<file path="config.mk">
export PLATFORM = sky130hd
export DESIGN_NAME = fetch_stage
export DESIGN_NICKNAME = d
export VERILOG_FILES = /design/src/rtl/fetch_stage_pkg.sv /design/src/rtl/fetch_queue.sv /design/src/rtl/fetch_stage.sv
export SDC_FILE = /design/constraint.sdc
export NUM_CORES = 1
export LEC_CHECK = 0
export BUFFER_PORTS_ARGS = -buffer_cell sky130_fd_sc_hd__buf_4
export CORE_UTILIZATION = 52
export DETAILED_ROUTE_END_ITERATION = 8
export PLACE_DENSITY_LB_ADDON = 0.25
export SYNTH_ARGS = -nofsm -noshare
export SYNTH_HDL_FRONTEND = slang
export SYNTH_SLANG_ARGS = --single-unit
</file>
<file path="constraint.sdc">
create_clock -name clk -period 8.17 [get_ports clk]
set_clock_uncertainty 0.05 [all_clocks]
set_input_delay 0.4085 -clock clk [delete_from_list [all_inputs] [get_ports clk]]
set_output_delay 0.4085 -clock clk [all_outputs]
set_load 0.02 [all_outputs]
</file>
<file path="src/rtl/fetch_stage_pkg.sv">
// Shared definitions for the instruction fetch stage.
// Holds the datapath width, the default fetch-queue depth and the
// fetch-entry type ({pc, instr}) that moves through the fetch queue.
package fetch_stage_pkg;

    localparam int XLEN             = 32;
    localparam int FQ_DEPTH_DEFAULT = 2;

    typedef struct packed {
        logic [XLEN-1:0] pc;
        logic [XLEN-1:0] instr;
    } fetch_entry_t;

    localparam int ENTRY_W = $bits(fetch_entry_t);

endpackage

</file>
<file path="src/rtl/fetch_queue.sv">
// Fetch queue: a small FIFO of fetch entries between the instruction
// memory response and the decode stage.
//
// Ports
//   clk        clock, all state changes on the rising edge
//   reset      synchronous active-low reset (empties the queue)
//   clear      synchronous flush (empties the queue)
//   push       write push_data at the tail
//   push_data  entry to write
//   pop        remove the head entry
//   head       entry at the head of the queue
//   full       DEPTH entries held
//   empty      no entries held
//   count      occupancy, 0..DEPTH
module fetch_queue
    import fetch_stage_pkg::*;
#(
    parameter int DEPTH = FQ_DEPTH_DEFAULT,
    localparam int PTR_W = $clog2(DEPTH),
    localparam int CNT_W = $clog2(DEPTH + 1)
) (
    input  logic               clk,
    input  logic               reset,
    input  logic               clear,
    input  logic               push,
    input  logic [ENTRY_W-1:0] push_data,
    input  logic               pop,
    output logic [ENTRY_W-1:0] head,
    output logic               full,
    output logic               empty,
    output logic [CNT_W-1:0]   count
);

    logic [ENTRY_W-1:0] mem [DEPTH];
    logic [PTR_W-1:0]   wr_ptr;
    logic [PTR_W-1:0]   rd_ptr;
    logic               pop_ok;
    logic               push_ok;

    // Requests that would underflow or overflow are ignored; a push into
    // a full queue is accepted only when a pop frees a slot this cycle.
    assign pop_ok  = pop && !empty;
    assign push_ok = push && (!full || pop_ok);

    assign full  = (count == CNT_W'(DEPTH));
    assign empty = (count == '0);
    assign head  = mem[rd_ptr];

    // DEPTH is a power of two, so the pointers wrap naturally.
    always_ff @(posedge clk) begin
        if (!reset || clear) begin
            wr_ptr <= '0;
            rd_ptr <= '0;
            count  <= '0;
        end else begin
            if (push_ok) begin
                wr_ptr <= wr_ptr + 1'b1;
            end
            if (pop_ok) begin
                rd_ptr <= rd_ptr + 1'b1;
            end
            case ({push_ok, pop_ok})
                2'b10:   count <= count + 1'b1;
                2'b01:   count <= count - 1'b1;
                default: count <= count;
            endcase
        end
    end

    // Storage needs no reset: nothing is read unless count says it is valid.
    always_ff @(posedge clk) begin
        if (push_ok) begin
            mem[wr_ptr] <= push_data;
        end
    end

endmodule

</file>
<file path="src/rtl/fetch_stage.sv">
// Instruction fetch stage. Presents pc_in to a synchronous instruction
// memory, pairs each returned word with the PC that requested it, and
// queues the pair for decode. When the queue has no room the response is
// dropped and the PC is redirected back to the dropped address (replay).
// A downstream flush discards everything in flight and redirects the PC.
//
// Ports
//   clk           clock
//   reset         synchronous active-low reset
//   pc_in         current word-address program counter
//   imem_addr     instruction memory address (equals pc_in)
//   imem_rdata    instruction word, valid the cycle after imem_addr
//   flush         taken branch/jump resolved downstream
//   flush_target  redirect address accompanying flush
//   pc_src        PC redirect strobe
//   pc_set        PC redirect address
//   id_valid      instruction available to decode
//   id_ready      decode accepts the head instruction
//   id_instr      head instruction word
//   id_pc         head instruction address
//   replay_cnt    saturating count of replay redirects
module fetch_stage
    import fetch_stage_pkg::*;
#(
    parameter int              FQ_DEPTH = FQ_DEPTH_DEFAULT,
    parameter logic [XLEN-1:0] RST_PC   = 32'h0000_0000,
    localparam int             CNT_W    = $clog2(FQ_DEPTH + 1)
) (
    input  logic            clk,
    input  logic            reset,
    input  logic [XLEN-1:0] pc_in,
    output logic [XLEN-1:0] imem_addr,
    input  logic [XLEN-1:0] imem_rdata,
    input  logic            flush,
    input  logic [XLEN-1:0] flush_target,
    output logic            pc_src,
    output logic [XLEN-1:0] pc_set,
    output logic            id_valid,
    input  logic            id_ready,
    output logic [XLEN-1:0] id_instr,
    output logic [XLEN-1:0] id_pc,
    output logic [15:0]     replay_cnt
);

    logic [XLEN-1:0]    req_pc;
    logic               req_v;
    logic               q_push;
    logic               q_pop;
    logic               q_full;
    logic               q_empty;
    logic [CNT_W-1:0]   q_count;
    logic [ENTRY_W-1:0] q_head;
    fetch_entry_t       push_entry;
    fetch_entry_t       head_entry;
    logic               has_space;
    logic               replay;

    assign imem_addr = pc_in;

    // A flush wins over everything: the pop is ignored, the response is
    // discarded rather than queued, and no replay is counted.
    assign q_pop     = id_ready && !q_empty && !flush;
    assign has_space = !q_full || q_pop;
    assign q_push    = req_v && has_space && !flush;
    assign replay    = req_v && !has_space && !flush;

    assign push_entry.pc    = req_pc;
    assign push_entry.instr = imem_rdata;
    assign head_entry       = q_head;

    // Head fields are forced to zero when nothing is queued so decode
    // never sees stale storage contents.
    assign id_valid = (q_count != '0);
    assign id_instr = id_valid ? head_entry.instr : '0;
    assign id_pc    = id_valid ? head_entry.pc    : '0;

    always_comb begin
        pc_src = 1'b0;
        pc_set = '0;
        if (flush) begin
            pc_src = 1'b1;
            pc_set = flush_target;
        end else if (replay) begin
            pc_src = 1'b1;
            pc_set = req_pc;
        end
    end

    // A request issued in the same cycle as a redirect belongs to the
    // wrong path, so its response next cycle is marked invalid.
    always_ff @(posedge clk) begin
        if (!reset) begin
            req_pc <= RST_PC;
            req_v  <= 1'b0;
        end else begin
            req_pc <= pc_in;
            req_v  <= !pc_src;
        end
    end

    always_ff @(posedge clk) begin
        if (!reset) begin
            replay_cnt <= '0;
        end else if (replay && (replay_cnt != 16'hFFFF)) begin
            replay_cnt <= replay_cnt + 16'd1;
        end
    end

    fetch_queue #(
        .DEPTH (FQ_DEPTH)
    ) u_fetch_queue (
        .clk       (clk),
        .reset     (reset),
        .clear     (flush),
        .push      (q_push),
        .push_data (push_entry),
        .pop       (q_pop),
        .head      (q_head),
        .full      (q_full),
        .empty     (q_empty),
        .count     (q_count)
    );

endmodule

</file>
==> summary.md <==
| Metric | Value |
|---|---|
| Area leader, netlist | edfxtp_1 |
| Crit path buf inv count | 1 |
| Worst-Skew Late Latency | 0.42 ns |
| Layer with the highest usage | met2 |
| Vias in the first global route | between 4000 and 5000 |
| Place WS | 5.29 ns |
| CP startpoint | u_fetch_queue.count[1] |
| Reg2Reg Launch Point | u_fetch_queue.count[0] |
| Starting density of the core | 0.533 |
| IO Pins | 246 |
| Relative slew slack | 0.253 |
| Critical path peak fanout | 32 |
| Share of the synthesized area in the top cell type | 0.517 |
| Status | finished, final reports clean |
| Initial DRC count | 258 |
| Initial antenna violation count | 0 |
| Routed WL per cell | 17.0 um |
| Root Buffer | clkbuf_16 |
| First-pass GRT wire length | ~24000 um |
| PwrDens | 208 mW/mm2 |
| Most frequent cells in the layout | 247 x buf_4, 128 x edfxtp_1, 73 x mux2i_1 |
| Hold path start | imem_rdata[14] |
| Fin worst setup slack | between 5 and 6 ns |
| Worst Path Required | 7.71 ns |
| Synth cell types | between 40 and 50 |
| WP data arrival | 2.33 ns |
| Worst Setup End Kind | primary output |
| TritonCTS clock tree | yes |
| Total wire length | 16000 um |
| Maximum vdd drop | approximately 0.16 mV |
| Fin cells | 945 |
| GR Util All Layers | 0.220 |
| Nets | 854 |
| Via/cell ratio | roughly 5.2 |
| Most common cell after layout, fill and taps aside | buf_4 |
| Worst Tran Pin Value | 1.12 ns |
| Global routing usage on met2 | 0.369 |
| Critical path class | reg -> out |
| Worst path cell trace | nor3b_4 > and2_2 > a22o_1 > buf_4 |
| Synthesized cell area | around 0.0074 mm2 |
| CTS Buf Count | 17 |
| RSZ-0062 raised after global routing | false |
| Diode count | 0 |
| Final Cycle Share | 0.341 |
| Bufs on Longest Clock Path | 2 |
| FF-to-FF End | u_fetch_queue.mem[0][28] |
| P&R area growth vs syn | 31.9% |
| Gr ovfl total | 0 |
| Worst min-delay path class | in -> reg |
| Synth Flop Type | edfxtp_1 |
| GR Layer Usage met3 | 0.0648 |
| Final setup viols | 0 |
| Layout cells sized above 1 | 0.386 |
| Vias | 4951 |
| Final hold violation count | 0 |
| Post-cts hold buffer count | 0 |
| Synthesis Warnings | 0 |
| Met1 usage | 0.270 |
| Maximum clock rate | 358 MHz |
| Final min period | 2.79 ns |
| Post-cts gate resize count | 0 |
| Antenna Violating Nets Remaining | 0 |
| GPL Wtd Cong | 0.820 |
| Number of synthesized flops with an enable pin | 128 |
| CTS H-tree lvls | 4 |
| Pin count of the biggest net entering global routing | 65 |
| TNS Setup | 0 ns |
| Main area contributors after synthesis | edfxtp_1 52%, dfxtp_1 15%, mux2i_1 9.8% |
| Worst path max stage delay | between 0.6 and 0.7 ns |
| CTS Sinks | 182 |
| Top cell family by delay on the critical path | simple AND/OR/NAND/NOR gates |
| DP Wirelength | 10600 um |
| WHS Path Cells | 1 |
| # DRC | 0 |
| Crit-path slowest cell | and2_2 |
| Max_cap viols | 0 |
| Worst-path clk slew | 0.07 ns |
| Core ar. | 0.0139 mm2 |
| Max Slew Vio Count | 0 |
| Die Area | 0.0148 mm2 |
| #FFs+latches synth | 182 |
| Register area share after synthesis | 0.663 |
| Placement Rows | 43 |
| Total power | a little over 2 mW |
| Mapped Cells | 547 |
| Syn avg cell area | 13.6 um2 |
| Worst hold path endpoint | u_fetch_queue.mem[1][14] |
| Die Y | 122 um |
| Worst Reg-to-Reg Cells | 5 |
| Post-synth ARST share | 0 |
| Pre-antenna DRT Iters | 4 |
| Post-Syn Nets | 649 |
| Setup Buffers After CTS | 0 |
| LEAKAGE | about 3.8 nW |
| Hold_ws | 0.116 ns |
| Setup slack, reg-to-reg | roughly 5.7 ns |
| Placed cell count | 913 |
| CP startpoint kind | register |
| Die X | 122 um |
| Port bufs | 245 |
worst max-delay path by stage:
stage | end | slack, ns | depth (start not counted)
floorplan | u_fetch_queue.mem[0][0] | 3.84 | 5
global placement | u_fetch_queue.mem[0][8] | 5.37 | 6
detailed placement | u_fetch_queue.mem[0][9] | 5.29 | 6
CTS | pc_set[1] | 5.34 | 4
global route | pc_set[1] | 5.20 | 4
finish | pc_set[1] | 5.38 | 4
synth_stat cells, types with 4 or more instances:
library cell,number
a22o_1,32
inv_1,4
edfxtp_1,128
clkbuf_1,16
nand3_1,7
buf_4,32
nor2_1,73
nor3_1,5
and2_1,33
nand2b_1,10
dfxtp_1,54
nand2_1,16
a21oi_1,9
mux2i_1,73
buf_2,10
stage by stage:
step            util  instance area (um2)
2_1_floorplan      -                 7430
3_3_place_gp   0.657                 9150
3_5_place_dp   0.657                 9150
4_1_cts        0.703                 9800
5_1_grt        0.703                 9800
6_report       0.703                 9800
report_power, final:
part           internal [mW]  total (mW)  switching (mW)
logic                 0.0743       0.150          0.0755
clock network          0.521       0.872           0.351
registers               1.01        1.02          0.0113
total                   1.60        2.04           0.438
flip-flops by register name (all words and copies together) (netlist names), named ones only:
register              cells
u_fetch_queue.count       2
u_fetch_queue.rd_ptr      1
replay_cnt               16
u_fetch_queue.mem       128
u_fetch_queue.wr_ptr      1
req_pc                   32
req_v                     1
final cells by class:
| cell class | count | area [um2] |
|---|---|---|
| Clock buffer | 17 | 425 |
| Multi-Input combinational cell | 300 | 2130 |
| Tap cell | 180 | 225 |
| Clock inverter | 15 | 223 |
| Inverter | 4 | 15.0 |
| Fill cell | 984 | 4130 |
| Timing Repair Buffer | 247 | 1850 |
| Sequential cell | 182 | 4930 |
cell families (layout without fill, tap and decap cells):
group,after synthesis,in the layout,share of synthesized area
buf+inv,65,283,0.0527
mux,73,73,0.0984
flops,182,182,0.663
fa+ha+maj,2,2,0.00337
compound gates,52,52,0.0546
xor+xnor,4,4,0.00472
simple gates,169,169,0.123
per-layer routing:
metal  wire [um]  share of wire
met1        6630           0.41
met4         170          0.011
met2        8000           0.50
met5           0              0
met3        1230          0.077
Note: power is estimated with default switching activity, not from simulation.
